==> src/rtl/mc_controller_if.sv <==
// Control bus between the multicycle MIPS main controller (master) and its datapath (slave).
interface mc_controller_if #(
    parameter int unsigned OP_WIDTH    = 6,
    parameter int unsigned CNTRL_WIDTH = 3
);
    logic [OP_WIDTH-1:0]    op;
    logic [OP_WIDTH-1:0]    funct;
    logic                   zero;
    logic                   iord;
    logic                   memwrite;
    logic                   irwrite;
    logic                   regdst;
    logic                   memtoreg;
    logic                   regwrite;
    logic                   alusrca;
    logic [1:0]             alusrcb;
    logic [1:0]             pcsrc;
    logic [CNTRL_WIDTH-1:0] alucontrol;
    logic                   pcen;

    modport master (
        input  op, funct, zero,
        output iord, memwrite, irwrite, regdst, memtoreg, regwrite, alusrca,
        output alusrcb, pcsrc, alucontrol, pcen
    );

    modport slave (
        output op, funct, zero,
        input  iord, memwrite, irwrite, regdst, memtoreg, regwrite, alusrca,
        input  alusrcb, pcsrc, alucontrol, pcen
    );
endinterface

==> src/rtl/mc_controller.sv <==
// Multicycle MIPS main controller: Moore FSM with registered state decode, plus
// combinational ALU-control decode and PC-enable logic.
module mc_controller #(
    parameter int unsigned CNTRL_WIDTH = 3,
    parameter int unsigned OP_WIDTH    = 6
) (
    input logic             clk,
    input logic             reset,
    mc_controller_if.master bus
);
    localparam logic [OP_WIDTH-1:0] OpLw    = OP_WIDTH'(6'b100011);
    localparam logic [OP_WIDTH-1:0] OpSw    = OP_WIDTH'(6'b101011);
    localparam logic [OP_WIDTH-1:0] OpRtype = OP_WIDTH'(6'b000000);
    localparam logic [OP_WIDTH-1:0] OpBeq   = OP_WIDTH'(6'b000100);
    localparam logic [OP_WIDTH-1:0] OpAddi  = OP_WIDTH'(6'b001000);
    localparam logic [OP_WIDTH-1:0] OpJ     = OP_WIDTH'(6'b000010);

    localparam logic [OP_WIDTH-1:0] FnAdd = OP_WIDTH'(6'b100000);
    localparam logic [OP_WIDTH-1:0] FnSub = OP_WIDTH'(6'b100010);
    localparam logic [OP_WIDTH-1:0] FnAnd = OP_WIDTH'(6'b100100);
    localparam logic [OP_WIDTH-1:0] FnOr  = OP_WIDTH'(6'b100101);
    localparam logic [OP_WIDTH-1:0] FnSlt = OP_WIDTH'(6'b101010);

    localparam logic [CNTRL_WIDTH-1:0] AluAdd = CNTRL_WIDTH'(3'b010);
    localparam logic [CNTRL_WIDTH-1:0] AluSub = CNTRL_WIDTH'(3'b110);
    localparam logic [CNTRL_WIDTH-1:0] AluAnd = CNTRL_WIDTH'(3'b000);
    localparam logic [CNTRL_WIDTH-1:0] AluOr  = CNTRL_WIDTH'(3'b001);
    localparam logic [CNTRL_WIDTH-1:0] AluSlt = CNTRL_WIDTH'(3'b111);

    typedef enum logic [3:0] {
        StFetch, StDecode, StMemAdr, StMemRd, StMemWb, StMemWr,
        StRtypeEx, StRtypeWb, StBeqEx, StAddiEx, StAddiWb, StJEx
    } state_e;

    typedef struct packed {
        logic       iord;
        logic       memwrite;
        logic       irwrite;
        logic       regdst;
        logic       memtoreg;
        logic       regwrite;
        logic       alusrca;
        logic [1:0] alusrcb;
        logic [1:0] pcsrc;
        logic [1:0] aluop;
        logic       pcwrite;
        logic       branch;
    } ctrl_t;

    function automatic ctrl_t decode(input state_e st);
        ctrl_t c;
        c = '0;
        case (st)
            StFetch: begin
                c.irwrite = 1'b1;
                c.pcwrite = 1'b1;
                c.alusrcb = 2'b01;
            end
            StDecode:  c.alusrcb = 2'b11;
            StMemAdr, StAddiEx: begin
                c.alusrca = 1'b1;
                c.alusrcb = 2'b10;
            end
            StMemRd:   c.iord = 1'b1;
            StMemWb: begin
                c.memtoreg = 1'b1;
                c.regwrite = 1'b1;
            end
            StMemWr: begin
                c.iord     = 1'b1;
                c.memwrite = 1'b1;
            end
            StRtypeEx: begin
                c.alusrca = 1'b1;
                c.aluop   = 2'b10;
            end
            StRtypeWb: begin
                c.regdst   = 1'b1;
                c.regwrite = 1'b1;
            end
            StBeqEx: begin
                c.alusrca = 1'b1;
                c.aluop   = 2'b01;
                c.pcsrc   = 2'b01;
                c.branch  = 1'b1;
            end
            StAddiWb:  c.regwrite = 1'b1;
            StJEx: begin
                c.pcsrc   = 2'b10;
                c.pcwrite = 1'b1;
            end
            default: ;
        endcase
        return c;
    endfunction

    state_e state_q, state_d;
    ctrl_t  ctrl_q, ctrl_d;
    ctrl_t  ctrl;

    always_comb begin
        state_d = state_q;
        case (state_q)
            StFetch:   state_d = StDecode;
            StDecode: begin
                case (bus.op)
                    OpLw, OpSw: state_d = StMemAdr;
                    OpRtype:    state_d = StRtypeEx;
                    OpBeq:      state_d = StBeqEx;
                    OpAddi:     state_d = StAddiEx;
                    OpJ:        state_d = StJEx;
                    default:    state_d = StFetch;
                endcase
            end
            StMemAdr:  state_d = (bus.op == OpLw) ? StMemRd : StMemWr;
            StMemRd:   state_d = StMemWb;
            StRtypeEx: state_d = StRtypeWb;
            StAddiEx:  state_d = StAddiWb;
            default:   state_d = StFetch;
        endcase
        // Outputs are registered alongside the state so they track it exactly.
        ctrl_d = decode(state_d);
    end

    always_ff @(posedge clk) begin
        if (reset) begin
            state_q <= StFetch;
            ctrl_q  <= decode(StFetch);
        end else begin
            state_q <= state_d;
            ctrl_q  <= ctrl_d;
        end
    end

    // While reset is held the outputs show the FETCH decode with every write suppressed.
    always_comb begin
        ctrl = reset ? decode(StFetch) : ctrl_q;
        if (reset) begin
            ctrl.irwrite  = 1'b0;
            ctrl.memwrite = 1'b0;
            ctrl.regwrite = 1'b0;
            ctrl.pcwrite  = 1'b0;
            ctrl.branch   = 1'b0;
        end
    end

    always_comb begin
        bus.alucontrol = AluAdd;
        case (ctrl.aluop)
            2'b01: bus.alucontrol = AluSub;
            2'b10: begin
                case (bus.funct)
                    FnAdd:   bus.alucontrol = AluAdd;
                    FnSub:   bus.alucontrol = AluSub;
                    FnAnd:   bus.alucontrol = AluAnd;
                    FnOr:    bus.alucontrol = AluOr;
                    FnSlt:   bus.alucontrol = AluSlt;
                    default: bus.alucontrol = AluAdd;
                endcase
            end
            default: bus.alucontrol = AluAdd;
        endcase
    end

    assign bus.iord     = ctrl.iord;
    assign bus.memwrite = ctrl.memwrite;
    assign bus.irwrite  = ctrl.irwrite;
    assign bus.regdst   = ctrl.regdst;
    assign bus.memtoreg = ctrl.memtoreg;
    assign bus.regwrite = ctrl.regwrite;
    assign bus.alusrca  = ctrl.alusrca;
    assign bus.alusrcb  = ctrl.alusrcb;
    assign bus.pcsrc    = ctrl.pcsrc;
    assign bus.pcen     = ctrl.pcwrite | (ctrl.branch & bus.zero);
endmodule

==> src/flat_wrapper.sv <==
// flat-port wrapper written by rule: the top's interface ports become plain ports
module mc_controller_flat 
#(
    parameter int unsigned CNTRL_WIDTH = 3,
    parameter int unsigned OP_WIDTH    = 6
)
  (clk, reset, bus_op, bus_funct, bus_zero, bus_iord, bus_memwrite, bus_irwrite, bus_regdst, bus_memtoreg, bus_regwrite, bus_alusrca, bus_alusrcb, bus_pcsrc, bus_alucontrol, bus_pcen);
  mc_controller_if #(.OP_WIDTH(OP_WIDTH), .CNTRL_WIDTH(CNTRL_WIDTH)) bus_i ();
  input logic clk;
  input logic reset;
  input wire logic [$bits(bus_i.op)-1:0] bus_op;
  input wire logic [$bits(bus_i.funct)-1:0] bus_funct;
  input wire logic [$bits(bus_i.zero)-1:0] bus_zero;
  output wire logic [$bits(bus_i.iord)-1:0] bus_iord;
  output wire logic [$bits(bus_i.memwrite)-1:0] bus_memwrite;
  output wire logic [$bits(bus_i.irwrite)-1:0] bus_irwrite;
  output wire logic [$bits(bus_i.regdst)-1:0] bus_regdst;
  output wire logic [$bits(bus_i.memtoreg)-1:0] bus_memtoreg;
  output wire logic [$bits(bus_i.regwrite)-1:0] bus_regwrite;
  output wire logic [$bits(bus_i.alusrca)-1:0] bus_alusrca;
  output wire logic [$bits(bus_i.alusrcb)-1:0] bus_alusrcb;
  output wire logic [$bits(bus_i.pcsrc)-1:0] bus_pcsrc;
  output wire logic [$bits(bus_i.alucontrol)-1:0] bus_alucontrol;
  output wire logic [$bits(bus_i.pcen)-1:0] bus_pcen;
  assign bus_i.op = bus_op;
  assign bus_i.funct = bus_funct;
  assign bus_i.zero = bus_zero;
  assign bus_iord = bus_i.iord;
  assign bus_memwrite = bus_i.memwrite;
  assign bus_irwrite = bus_i.irwrite;
  assign bus_regdst = bus_i.regdst;
  assign bus_memtoreg = bus_i.memtoreg;
  assign bus_regwrite = bus_i.regwrite;
  assign bus_alusrca = bus_i.alusrca;
  assign bus_alusrcb = bus_i.alusrcb;
  assign bus_pcsrc = bus_i.pcsrc;
  assign bus_alucontrol = bus_i.alucontrol;
  assign bus_pcen = bus_i.pcen;
  mc_controller #(.CNTRL_WIDTH(CNTRL_WIDTH), .OP_WIDTH(OP_WIDTH)) u_core (.clk(clk), .reset(reset), .bus(bus_i));
endmodule
==> config.mk <==
export PLATFORM = sky130hd
export DESIGN_NAME = mc_controller_flat
export DESIGN_NICKNAME = d
export VERILOG_FILES = /design/src/rtl/mc_controller_if.sv /design/src/rtl/mc_controller.sv /design/src/flat_wrapper.sv
export SDC_FILE = /design/constraint.sdc
export NUM_CORES = 1
export LEC_CHECK = 0
export CAP_MARGIN = 0
export CORE_UTILIZATION = 44
export DETAILED_ROUTE_END_ITERATION = 10
export PLACE_DENSITY = 0.77
export REMOVE_ABC_BUFFERS = 1
export SLEW_MARGIN = 20
export SYNTH_ARGS = -nofsm -noshare
export SYNTH_HDL_FRONTEND = slang
export SYNTH_SLANG_ARGS = --single-unit
export TNS_END_PERCENT = 1
==> constraint.sdc <==
create_clock -name clk -period 2.61 [get_ports clk]
set_clock_uncertainty 0.15 [all_clocks]
set_input_delay 0.783 -clock clk [delete_from_list [all_inputs] [get_ports clk]]
set_output_delay 0.783 -clock clk [all_outputs]
set_load 0.01 [all_outputs]
Word-level counts from Yosys, hierarchy flattened. Index checks and enable logic that the tools add are counted.

Register bits: 19. Input bits: 15. Output and inout port bits: 15. Logic and storage cells: 72.

Equality and inequality tests: 27. Multiplexer cells: 21. Bitwise operators: 2. Reduce and logical (&&, ||, !) cells: 9.

Operators by type and width (count): equality test 6 bit, second input constant (6); one-hot mux 4 bit (6 select lines) (1); equality test 4 x 3 -> 1 bit, second input constant (5); equality test 4 bit, second input constant (5); one-hot mux 4 bit (5 select lines) (1); equality test 4 x 2 -> 1 bit, second input constant (4); 2-to-1 mux 15 bit (1); one-hot mux 3 bit (4 select lines) (1); 2-to-1 mux 1 bit (10); equality test 4 x 1 -> 1 bit, second input constant (2); logical NOT 4 bit (2); one-hot mux 2 bit (2 select lines) (2); OR reduction 2 bit (4); equality test 6 x 2 -> 1 bit, second input constant (1); equality test 6 x 3 -> 1 bit, second input constant (1); equality test 6 x 4 -> 1 bit, second input constant (1); logical NOT 6 bit (1); one-hot mux 2 bit (3 select lines) (1); one-hot mux 3 bit (2 select lines) (1); 2-to-1 mux 2 bit (2); OR reduction 4 bit (1); 2-to-1 mux 3 bit (1); OR reduction 3 bit (1); equality test 2 x 1 -> 1 bit, second input constant (1); other kinds (3) (3).

Logic depth before layout (Yosys ltp). Gate-level depths: netlist of run 1.

Word-level depth: 7. Mapped depth: 8. Mapped depth without buffers: 8.

Worst setup path after synthesis of run 1. Ideal clock, no wire load.

Kind: input-to-output. From: input port reset. To: output port bus_alucontrol[2]. Arrival time: 1.756 ns. Required time: 1.677 ns. Path slack: -0.079 ns. Stages on the path: 8. Path buffers: 0. Cells stage by stage: inv_1 > nand2_1 > inv_1 > ha_1 > inv_1 > nor4_1 > nor2_1 > nor2_1.

Longest elaborated chain between the ends: 3.

Ends and longest elaborated chain: from (decl) (RTL line flat_wrapper.sv:10) `input logic reset;`; 2-to-1 mux 15 bit * (RTL line mc_controller.sv:137) `ctrl = reset ? decode(StFetch) : ctrl_q;`; equality test 2 bit or equality test 2 x 1 -> 1 bit (tied branches) (RTL line mc_controller.sv:149) `case (ctrl.aluop)`; one-hot mux 3 bit (2 select lines) * (RTL line mc_controller.sv:149); to (decl) (RTL line flat_wrapper.sv:23) `output wire logic [$bits(bus_i.alucontrol)-1:0] bus_alucontrol;`.

Every way passes the cells marked *; elsewhere a longest branch is shown, timed or not.

Final worst setup path of run 1. Same ends and word-level chain as after synthesis.

==> flow_summary_export.csv, run 1 <==
group,metric,value,unit
run_status,outcome,"finished, violations left",
run_status,violations,"negative setup slack",
timing,hold_viol,0,
cts,clockBufferDepth,2,
power_and_ir_drop,powerDensity,359,nW/um^2
synthesis,synth_compound_area_share,14.5,%
timing,relSlewSlack,72.2,%
timing,hold_ws,0.539,ns
min_path,min_to,"u_core.ctrl_q[7]",
power_and_ir_drop,p_clk_share,26.9,%
routing,vias,921,
critical_path,reg2reg_from,"u_core.state_q[0]",
power_and_ir_drop,pwr-share-seq,55.2,%
floorplan,die_w,47.2,um
routing,vias_per_cell,5.20,
synthesis,synthMuxAreaShare,0,%
placement,dp.cells,172,
synthesis,synth_seq_cells,17,
final_layout,fin_cells,177,
power_and_ir_drop,power_frac_comb,17.9,%
critical_path,path_class,"in2out",
cts,root_buffer,"clkbuf_4",
cts,cts_buffers,3,
timing,maxSlewViolCount,0,
run,maxCapViolations,0,
final_layout,drive_above_1_share,28.9,%
synthesis,netlist_area,900,um^2
timing,rsz0062_at_grt,"true",
timing,worstMarginPinSlew,0.412,ns
synthesis,synth_xor_area_share,1.95,%
final_layout,final_nets,170,
power_and_ir_drop,p_leak,0.605,nW
floorplan,start_util,49.4,%
floorplan,rows,15,
critical_path,r2r_cells,6,
routing,drc,0,
critical_path,crit_fanout,3,
timing,fmax,0.359,GHz
global_routing,grt_pass1_wl,3280,um
global_routing,track_usage,21.0,%
critical_path,end_kind,"output port",
final_layout,regArea,340,um^2
synthesis,yosysWarnings,0,
final_layout,fill_cells,147,
global_routing,gr-total-overflow,0,
cts,cts_tree,"done",
timing,fin_crit_sh,107,%
floorplan,core_area,1820,um^2
critical_path,ff2ff_setup_slack,0.67,ns
routing,first_pass_iters,4,
routing,avgRoutedWirePerCell,11.8,um
critical_path,cp_data_required_time,1.68,ns
synthesis,synth_area_per_cell,8.49,um^2
power_and_ir_drop,intPower,371,uW
placement,gp_congestion,0.797,
timing,setup_ws,-0.172,ns
floorplan,die_area,2230,um^2
timing,setup_viol,4,
cts,clock_insertion_delay_worst_skew,0.28,ns
critical_path,worst_r2r_endpoint,"u_core.ctrl_q[7]",
global_routing,antenna_found_initial,0,
power_and_ir_drop,p_switching,118,uW
critical_path,critPathLaunchType,"input port",
min_path,holdPathStages,2,
routing,drt_iter0_drc,7,
synthesis,synth_cell_types,39,
routing,wirelength,2090,um
synthesis,synth_top_family_by_area,"simple AND/OR/NAND/NOR gates",
cts,clkTransAtPathRegs,0.08,ns
timing,min_period,2.78,ns
critical_path,arrival,1.85,ns
placement,port_buffers,29,
min_path,hp-class,"reg2reg",
final_layout,syn_to_final_growth,51.2,%
synthesis,synth_cells,106,
cts,hold_buffers,0,
global_routing,grt_pass1_vias,796,
synthesis,synthSimpleGateAreaFrac,36.7,%
synthesis,seq_area_frac_synth,37.8,%
power_and_ir_drop,swShare,24.1,%
placement,post-dp-hpwl,1570,um
synthesis,synthAdderAreaFrac,2.78,%
floorplan,die_y,47.2,um
cts,cts.sink_count,17,
floorplan,io_pins,30,
final_layout,multi_input_area,568,um^2
routing,postRouteAntennaNets,0,
min_path,hp-start,"u_core.state_q[0]",
cts,cts-htree-levels,1,
final_layout,n_antenna_cell,0,
global_routing,grt_max_degree,23,
power_and_ir_drop,vdd_drop_max,355,uV
[power by group through the flow]
stage | sequential, mW | clock [mW] | combinational (mW)
finish | 0.270 | 0.132 | 0.0872
global route | 0.270 | 0.144 | 0.0950
CTS | 0.270 | 0.137 | 0.0861
detailed placement | 0.276 | 0 | 0.0863
global placement | 0.276 | 0 | 0.0845
floorplan | 0.275 | 0 | 0.0324
[sequential cells by signal, indices dropped and copies added, names as in the netlist]
signal / cells
u_core.ctrl_q: 13
u_core.state_q: 4
[cell families after synthesis]
| kind of cell | after synthesis |
|---|---|
| buffers and inverters | 11 |
| AO/OA/AOI/OAI | 18 |
| flip-flops | 17 |
| XOR/XNOR | 2 |
| adder cells (fa/ha/maj) | 2 |
| AND/OR/NAND/NOR | 56 |
[routing by layer]
| metal | wire (um) | share of wire [%] | global-route usage, % | vias up |
|---|---|---|---|---|
| met1 | 885 | 42 | 23.1 | 416 |
| li1 | - | - | - | 471 |
| met3 | 73 | 3.5 | 4.62 | 4 |
| met4 | 36 | 1.7 | 7.43 | 0 |
| met2 | 1090 | 52 | 39.4 | 30 |
| met5 | 0 | 0 | 0 | - |
[cells in the final DEF, fill, tap and decap left out, types with 4 or more instances in the layout]
| master | n |
|---|---|
| inv_1 | 4 |
| nor2_1 | 8 |
| dlygate4sd2_1 | 14 |
| buf_4 | 18 |
| nor2b_1 | 10 |
| nor3_1 | 6 |
| clkdlybuf4s50_1 | 7 |
| dfxtp_1 | 17 |
| buf_2 | 6 |
[layout make-up]
type	count	share of cell area, %
clock buffers	4	1.93
inverters	7	1.93
multi-input cells	78	41.8
flip-flops and latches	17	25.0
well taps	25	2.30
repair buffers	46	27.0
[per-stage QoR]
stage | power (mW) | util (%) | setup slack [ns] | TNS (ns) | cell area (um^2)
finish | 0.489 | 74.7 | -0.172 | -0.337 | 1360
CTS | 0.493 | 74.6 | -0.131 | -0.256 | 1360
detailed placement | 0.362 | 72.0 | -1.13 | -9.06 | 1310
global route | 0.509 | 74.7 | -0.240 | -0.589 | 1360
floorplan | 0.307 | - | -0.0792 | -0.171 | 870
global placement | 0.360 | 72.0 | -1.02 | -8.38 | 1310
[cell usage after synthesis (all sizes together)]
master	number	share of area, %
nor3	6	3.3
or4	1	0.97
o211ai	1	0.83
a211oi	1	0.83
o211a	1	1.1
a221o	1	1.3
a21bo	1	1.1
a31oi	3	2.1
nand3	3	1.7
nor2b	10	7.0
xor2	2	1.9
buf	2	2.5
nor2	9	3.8
ha	2	2.8
or3	2	1.4
nor4b	1	0.97
a21boi	1	0.83
and2	2	1.5
a21oi	2	1.1
clkbuf	2	0.83
inv	7	2.9
nand2	5	2.1
nand4	2	1.4
nor4	3	2.1
a2111oi	1	0.97
nor3b	2	2.2
or2	2	1.4
and3	2	1.4
o221ai	1	0.97
a32o	1	1.1
o21ai	4	2.2
nand2b	4	2.8
nor4bb	1	1.8
nand4b	1	0.97
dfxtp	17	38
[worst max path at each step]
stage               startpoint           endpoint  slack [ns]  depth (start not counted)
CTS                      reset  bus_alucontrol[1]       -0.13                         11
detailed placement       reset  bus_alucontrol[1]       -1.13                          9
finish                   reset  bus_alucontrol[2]       -0.17                         11
global route             reset  bus_alucontrol[2]       -0.24                         11
floorplan                reset  bus_alucontrol[2]       -0.08                          8
global placement         reset  bus_alucontrol[1]       -1.02                          9
[timing repair]
action,in CTS,in global routing
cloned,0,0
resized for setup,53,1
setup buffers,1,0
endpoints found under the setup margin,15,5
pin swaps,4,0
[critical path, cell delays in order]
cell     delay (ns)
buf_2          0.11
inv_2          0.08
nand2_2        0.06
inv_2          0.06
ha_4           0.12
inv_2          0.05
nor4_4         0.14
buf_4          0.15
nor2_2         0.04
nor2_1         0.11
buf_2          0.15
(Power assumes the default switching activity.)
==> run 2: changes to the inputs <==
Settings changed: SLEW_MARGIN 20 to default.
==> results of run 2 <==
Same layout as run 1: the final DEF is identical, and so are final timing and power.
